[config.mk]
export PLATFORM = sky130hd
export DESIGN_NAME = wb_stage
export DESIGN_NICKNAME = d
export VERILOG_FILES = /design/src/rtl/wb_stage.sv
export SDC_FILE = /design/constraint.sdc
export NUM_CORES = 1
export LEC_CHECK = 0
export BUFFER_PORTS_ARGS = -buffer_cell sky130_fd_sc_hd__buf_2
export CELL_PAD_IN_SITES_DETAIL_PLACEMENT = 2
export CELL_PAD_IN_SITES_GLOBAL_PLACEMENT = 2
export CORE_AREA = 2 2 179 181
export DETAILED_ROUTE_END_ITERATION = 10
export DIE_AREA = 0 0 181 183
export HOLD_SLACK_MARGIN = 0.15
export MAX_ROUTING_LAYER = met4
export PLACE_DENSITY = 0.8
export SLEW_MARGIN = 20
export SYNTH_ARGS = -nofsm -noshare
export SYNTH_HDL_FRONTEND = slang
export SYNTH_SLANG_ARGS = --single-unit
[constraint.sdc]
create_clock -name clk -period 6.9 [get_ports clk]
set_input_delay 0.345 -clock clk [delete_from_list [all_inputs] [get_ports clk]]
set_output_delay 0.345 -clock clk [all_outputs]
set_load 0.05 [all_outputs]
[src/rtl/wb_stage.sv]
// Writeback stage: MEM/WB pipeline register, load extension, result select
// and the retired-instruction counter.
module wb_stage #(
    parameter int XLEN = 32,
    parameter int RA_W = 5
) (
    input  logic            clk,
    input  logic            rst,
    input  logic            stall,
    input  logic            flush,
    input  logic            m_valid,
    input  logic [XLEN-1:0] m_alu_data,
    input  logic [XLEN-1:0] m_ld_data,
    input  logic [XLEN-1:0] m_pc_four,
    input  logic [XLEN-1:0] m_imm,
    input  logic [1:0]      m_wb_sel,
    input  logic [2:0]      m_ld_f3,
    input  logic [1:0]      m_addr_lo,
    input  logic [RA_W-1:0] m_rd,
    input  logic            m_rd_wren,
    output logic [XLEN-1:0] wb_data,
    output logic [RA_W-1:0] wb_rd,
    output logic            wb_rd_wren,
    output logic            wb_valid,
    output logic [63:0]     instret
);

    typedef struct packed {
        logic            valid;
        logic [XLEN-1:0] alu;
        logic [XLEN-1:0] ld;
        logic [XLEN-1:0] pc4;
        logic [XLEN-1:0] imm;
        logic [1:0]      sel;
        logic [2:0]      f3;
        logic [1:0]      lo;
        logic [RA_W-1:0] rd;
        logic            wren;
    } mw_t;

    localparam logic [1:0] SEL_ALU = 2'b00;
    localparam logic [1:0] SEL_LD  = 2'b01;
    localparam logic [1:0] SEL_PC4 = 2'b10;
    localparam logic [1:0] SEL_IMM = 2'b11;

    localparam logic [2:0] F3_LB  = 3'b000;
    localparam logic [2:0] F3_LH  = 3'b001;
    localparam logic [2:0] F3_LW  = 3'b010;
    localparam logic [2:0] F3_LBU = 3'b100;
    localparam logic [2:0] F3_LHU = 3'b101;

    mw_t r;
    mw_t r_in;

    logic            retire;
    logic [7:0]      ld_b;
    logic [15:0]     ld_h;
    logic [31:0]     ld_w;
    logic [XLEN-1:0] ld_ext;

    assign r_in = '{
        valid: m_valid,
        alu:   m_alu_data,
        ld:    m_ld_data,
        pc4:   m_pc_four,
        imm:   m_imm,
        sel:   m_wb_sel,
        f3:    m_ld_f3,
        lo:    m_addr_lo,
        rd:    m_rd,
        wren:  m_rd_wren
    };

    // Flush wins over stall: the bubble replaces even a held entry.
    always_ff @(posedge clk or posedge rst) begin
        if (rst) begin
            r <= '0;
        end else if (flush) begin
            r <= '0;
        end else if (!stall) begin
            r <= r_in;
        end
    end

    // A valid entry retires when it leaves the register, whether it is
    // replaced by the next instruction or displaced by a flush bubble.
    assign retire = r.valid && (!stall || flush);

    always_ff @(posedge clk or posedge rst) begin
        if (rst) begin
            instret <= '0;
        end else if (retire) begin
            instret <= instret + 64'd1;
        end
    end

    always_comb begin
        ld_w = r.ld[31:0];
        ld_h = r.lo[1] ? ld_w[31:16] : ld_w[15:0];
        ld_b = 8'h00;
        unique case (r.lo)
            2'd0: ld_b = ld_w[7:0];
            2'd1: ld_b = ld_w[15:8];
            2'd2: ld_b = ld_w[23:16];
            2'd3: ld_b = ld_w[31:24];
            default: ld_b = 8'h00;
        endcase
    end

    always_comb begin
        ld_ext = r.ld;
        unique case (r.f3)
            F3_LB:   ld_ext = XLEN'($signed(ld_b));
            F3_LBU:  ld_ext = XLEN'(ld_b);
            F3_LH:   ld_ext = XLEN'($signed(ld_h));
            F3_LHU:  ld_ext = XLEN'(ld_h);
            F3_LW:   ld_ext = XLEN'($signed(ld_w));
            default: ld_ext = r.ld;
        endcase
    end

    always_comb begin
        wb_data = '0;
        if (r.valid) begin
            unique case (r.sel)
                SEL_ALU: wb_data = r.alu;
                SEL_LD:  wb_data = ld_ext;
                SEL_PC4: wb_data = r.pc4;
                SEL_IMM: wb_data = r.imm;
                default: wb_data = '0;
            endcase
        end
    end

    assign wb_valid   = r.valid;
    assign wb_rd      = r.rd;
    assign wb_rd_wren = r.valid && r.wren && (r.rd != '0);

endmodule

==> results of run 1 <==
[layout make-up]
type,count,area (µm²)
inverters,28,113
clock inverters,12,179
diodes,7,17.5
flip-flops and latches,206,5160
well taps,402,503
multi-input cells,692,4640
fillers,3283,17100
repair buffers,398,2740
clock buffers,38,787
[final timing paths]
path / startpoint / end
max: r[9] / wb_data[16]
min: flush / ld_w[22]
max reg2reg: instret[22] / instret[60]
min reg2reg: instret[37] / instret[37]
max in group asynchronous: rst / instret[45]
min in group asynchronous: rst / r[135]
[metal layers]
| layer | vias to the layer above | wire (µm) | GRT usage |
|---|---|---|---|
| li1 | 4178 | - | - |
| met1 | 4757 | 16700 | 0.298 |
| met2 | 280 | 22200 | 0.475 |
| met3 | 97 | 1930 | 0.0405 |
| met4 | 0 | 1880 | 0.106 |
| met5 | - | 0 | - |
[stage by stage]
stage	utilization	hold slack [ns]	setup slack, ns	instances	total power [W]
2_1_floorplan	-	0.484	0.931	999	0.00162
3_3_place_gp	0.375	0.474	3.96	1583	0.00176
3_5_place_dp	0.375	0.484	3.86	1583	0.00177
4_1_cts	0.452	0.284	3.27	1776	0.00337
5_1_grt	0.453	0.314	2.94	1783	0.00352
6_report	0.453	0.293	3.16	1783	0.00339
[worst register-to-register path, stage by stage, from the launching register on]
cell,delay [ns]
dfrtp_1,0.46
nand3_2,0.20
nor4_2,0.52
nand3_2,0.56
nor3_1,0.45
xnor2_1,0.17
[cells in the mapped netlist (all sizes together)]
cell type | number | area share
nand2 | 44 | 0.017
dfrtp | 206 | 0.50
o311a | 1 | 0.00098
nor2b | 2 | 0.0020
o211ai | 16 | 0.012
and2 | 5 | 0.0031
o221a | 7 | 0.0077
or3 | 1 | 0.00061
xnor2 | 29 | 0.025
ha | 1 | 0.0012
clkbuf | 39 | 0.014
and4 | 3 | 0.0026
buf | 34 | 0.017
a22oi | 7 | 0.0051
nand2b | 3 | 0.0018
clkinv | 1 | 0.00037
and3 | 5 | 0.0032
mux2i | 153 | 0.15
nor2 | 178 | 0.065
o31ai | 9 | 0.0066
mux4 | 1 | 0.0022
inv | 27 | 0.0099
o22ai | 7 | 0.0043
mux2 | 10 | 0.011
a31oi | 16 | 0.0098
a21oi | 41 | 0.020
nand4 | 20 | 0.013
nor3 | 28 | 0.017
xor2 | 34 | 0.029
or2 | 1 | 0.00061
nand3 | 30 | 0.016
nor4 | 13 | 0.015
o21ai | 26 | 0.013
or4 | 1 | 0.00073
[sequential cells by signal, indices dropped and copies added (netlist names)]
signal	flops
instret	64
r	104
wb_valid	1
wb_rd	5
ld_w	32
[report_power, final]
| group | switching (W) | internal [W] | total, W |
|---|---|---|---|
| clock | 0.000594 | 0.000946 | 0.00154 |
| combinational | 0.000310 | 0.000197 | 0.000507 |
| sequential | 0.0000743 | 0.00127 | 0.00134 |
[cell families (layout without fill, tap and decap cells)]
| logic type | count (synthesis) | count (layout) | share of synthesized area |
|---|---|---|---|
| multiplexers | 164 | 164 | 0.163 |
| XOR/XNOR | 63 | 63 | 0.0540 |
| buffers and inverters | 101 | 476 | 0.0416 |
| flip-flops | 206 | 206 | 0.504 |
| AND/OR/NAND/NOR | 334 | 334 | 0.157 |
| AO/OA/AOI/OAI | 130 | 130 | 0.0791 |
| other | 0 | 7 | 0 |
| adder cells (fa/ha/maj) | 1 | 1 | 0.00122 |
==> summary.txt, run 1 <==
Outcome
  – Status: complete, no violations

GRT
  – Gr ovfl total: 0
  – Initial antenna violation count: 7
  – Vias in the first global route: 10,800
  – GRT Total Usage: 0.265
  – First-pass GRT wire length: 65,600 µm
  – Largest net degree at the start of global routing: 136

Setup path
  – CP max stage delay: 0.80 ns
  – Setup CP Type: register to primary output
  – CP arrival: 3.39 ns
  – Crit path cell chain: clkinv_1, o21ai_2, o211ai_1, a21oi_1, buf_2
  – Critical path startpoint category: register
  – Reg2Reg Setup Slack: 4.46 ns
  – Worst path top cell family by delay: compound AO/OA/AOI/OAI gates
  – CP required: 6.55 ns
  – Worst path depth: 5
  – Worst Reg-to-Reg Cells: 5
  – CP bufs+invs: 2
  – Crit-path max FO: 28
  – Crit path capture type: primary output
  – Max stage delay cell, worst path: clkinv_1

Finish
  – Layout Nets: 1,500
  – Commonest cells after routing, fill and taps aside: buf_2 (246), dfrtp_1 (204), nor2_1 (178)
  – Final instance area: 14,100 µm²
  – Commonest non-fill, non-tap cell in the layout: buf_2
  – Fraction of layout cells with a size suffix above 1: 0.250
  – Area delta synth->final: 38.3%

STA
  – Final Hold Viols: 0
  – Final Setup Violations: 0
  – Unrepaired setup endpoints after global routing: no
  – Clock Skew: 0.0103 ns
  – Period minus WS final: 3.74 ns
  – Max Freq: 267 MHz
  – Relative slew slack: 0.291
  – Setup TNS: 0 ns
  – Worst-margin pin slew: 1.06 ns
  – Period utilization: 0.542
  – Final Slew Violations: 0

CTS
  – Clk_lat worst skew: 0.55 ns
  – Post-CTS Setup Repair Bufs: 0
  – CTS buffer count: 27
  – Clk slew on worst S/H paths: 0.06 ns
  – Post-CTS Resized: 0
  – Hold buffers post-CTS: 143
  – Clock Sinks: 206
  – Clock tree root buffer cell: clkbuf_16
  – CTS tree: done
  – H-Tree Level Count: 1
  – CTS max path bufs: 3

Detailed routing
  – DR WL/cell: 23.9 µm
  – WL final: 42,700 µm
  – Vias: 9,312
  – Antenna Nets Post-Route: 0
  – DRC viols: 0
  – Drt via density: 5.22
  – Number of DRC markers in iteration 0: 453
  – DRT Pass-1 Iters: 4

Floorplanning
  – Site Rows: 65
  – Die height: 183 µm
  – Core box area: 31,200 µm²
  – Die ar.: 33,100 µm²
  – Io pins: 249
  – Starting density of the core: 0.327
  – Die Wd: 181 µm

Place
  – DP Area: 11,700 µm²
  – HPWL Detailed: 25,400 µm
  – Final Wtd Congestion: 0.823
  – Port Buffer Count: 248

Yosys
  – Yosys cell types: 48
  – Cell Area, Synth: 10,200 µm²
  – YS warnings: 0
  – Register area share after synthesis: 0.504
  – Post-synth net total: 1,146
  – Syn avg cell area: 10.2 µm²
  – Synth Register Bits: 206
  – Syn Inst Count: 999

Power
  – Leak Pwr: 7.08 nW
  – VDD IR max: 172 µV
  – PwrDens: 240 nW/µm²

Worst hold path
  – Hold depth: 2
  – HP Class: primary input to register

Flow run
  – # Max-Cap Violations: 0
Power figures use the tool's default switching activity.
==> run 2, diff against run 1 <==
clock period = 3.6 ns   (was 6.9 ns; I/O delays follow)
==> summary.txt, run 2 (synthesized netlist as in run 1, its figures left out) <==
GRT
  – Initial antenna violation count: 8
  – First-pass GRT wire length: 70,600 µm
  – Met2 track demand over resource: 0.509
  – GRT Total Usage: 0.287
  – Met1 Use GR: 0.327
  – GRT busiest layer: met2
  – Gr ovfl total: 0
  – Global routing met3 resource utilization: 0.0419
  – Largest net degree at the start of global routing: 100
  – Vias in the first global route: 11,300

Detailed routing
  – Vias: 9,680
  – Antenna Nets Post-Route: 0
  – DRC viols: 0
  – DR WL/cell: 25.3 µm
  – WL final: 46,100 µm
  – Number of DRC markers in iteration 0: 502
  – DRT Pass-1 Iters: 4
  – Drt via density: 5.32

Floorplanning
  – Core box area: 31,200 µm²
  – Die ar.: 33,100 µm²
  – Starting density of the core: 0.327
  – Io pins: 249
  – Site Rows: 65
  – Die Wd: 181 µm
  – Die height: 183 µm

Setup path
  – Crit path capture type: primary output
  – Setup CP Type: register to primary output
  – Crit-path max FO: 12
  – CP arrival: 2.98 ns
  – Max stage delay cell, worst path: o31ai_2
  – Worst path depth: 6
  – Crit path cell chain: mux2_2, mux2i_1, o31ai_2, a21oi_1, o31ai_1, buf_2
  – Critical path startpoint category: register
  – CP max stage delay: 0.65 ns
  – CP bufs+invs: 1
  – Worst Reg-to-Reg Cells: 5
  – Worst path top cell family by delay: compound AO/OA/AOI/OAI gates
  – CP required: 3.42 ns

STA
  – Max Freq: 316 MHz
  – Final Slew Violations: 0
  – Clock Skew: 0.0155 ns
  – Period minus WS final: 3.16 ns
  – Final Setup Violations: 0
  – Period utilization: 0.879
  – Unrepaired setup endpoints after global routing: no
  – Final Hold Viols: 0
  – Relative slew slack: 0.458
  – Worst-margin pin slew: 0.814 ns
  – Setup TNS: 0 ns

Finish
  – Final instance area: 14,500 µm²
  – Max reg flops: 104
  – Fraction of layout cells with a size suffix above 1: 0.247
  – Commonest cells after routing, fill and taps aside: buf_2 (246), dfrtp_1 (204), nor2_1 (178)
  – Layout Nets: 1,537
  – Top reg by flops: r
  – Commonest non-fill, non-tap cell in the layout: buf_2
  – Area delta synth->final: 41.5%

Worst hold path
  – Hold depth: 2
  – HP Class: primary input to register

Place
  – Final Wtd Congestion: 0.925
  – DP Area: 11,800 µm²
  – HPWL Detailed: 25,500 µm
  – Port Buffer Count: 248

CTS
  – CTS max path bufs: 3
  – CTS tree: done
  – Clk_lat worst skew: 0.53 ns
  – H-Tree Level Count: 1
  – CTS buffer count: 27
  – Clock tree root buffer cell: clkbuf_16
  – Clock Sinks: 206
  – Clk slew on worst S/H paths: 0.07 ns
  – Post-CTS Setup Repair Bufs: 0

Power
  – Leak Pwr: 7.27 nW
  – VDD IR max: 401 µV
  – PwrDens: 442 nW/µm²

Flow run
  – # Max-Cap Violations: 0

Outcome
  – Status: complete, no violations
## run 2: routing by layer
metal / routed length, µm / vias to the layer above
met5: 0 / -
met4: 2010 / 0
met3: 2100 / 115
met2: 23800 / 329
met1: 18200 / 4975
li1: - / 4261
## run 2: layout make-up
class | count | area [µm²]
repair buffers | 435 | 3130
diodes | 8 | 20.0
flip-flops and latches | 206 | 5160
inverters | 28 | 109
clock buffers | 38 | 787
well taps | 402 | 503
fillers | 3276 | 16800
clock inverters | 11 | 111
multi-input cells | 692 | 4640
## run 2: power breakdown
| part | switching (W) | total [W] | internal [W] |
|---|---|---|---|
| combinational | 0.000623 | 0.00103 | 0.000409 |
| clock | 0.00112 | 0.00278 | 0.00166 |
| sequential | 0.000145 | 0.00258 | 0.00243 |
## run 2: repair_timing
action                                 CTS  global route
endpoints found under the hold margin  205             0
hold buffers                           174             0
resized for setup                        0             0
## run 2: through the flow
step	instances	util	setup WS [ns]	total power, W	hold slack [ns]
5_1_grt	1820	0.463	0.365	0.00662	0.165
4_1_cts	1812	0.462	0.249	0.00632	0.153
3_3_place_gp	1589	0.378	1.09	0.00338	0.260
3_5_place_dp	1589	0.378	0.861	0.00341	0.269
2_1_floorplan	999	-	0.748	0.00311	0.333
6_report	1820	0.463	0.435	0.00639	0.156
## run 2: path summary, 6_finish.rpt
path | startpoint | end | slack, ns
setup / recovery | r[7] | wb_data[13] | 0.44
hold / removal | flush | r[34] | 0.16
setup reg to reg | instret[14] | instret[44] | 1.07
hold reg to reg | instret[39] | instret[39] | 0.49
max in group asynchronous | rst | r[110] | 2.40
min in group asynchronous | rst | r[134] | 0.26
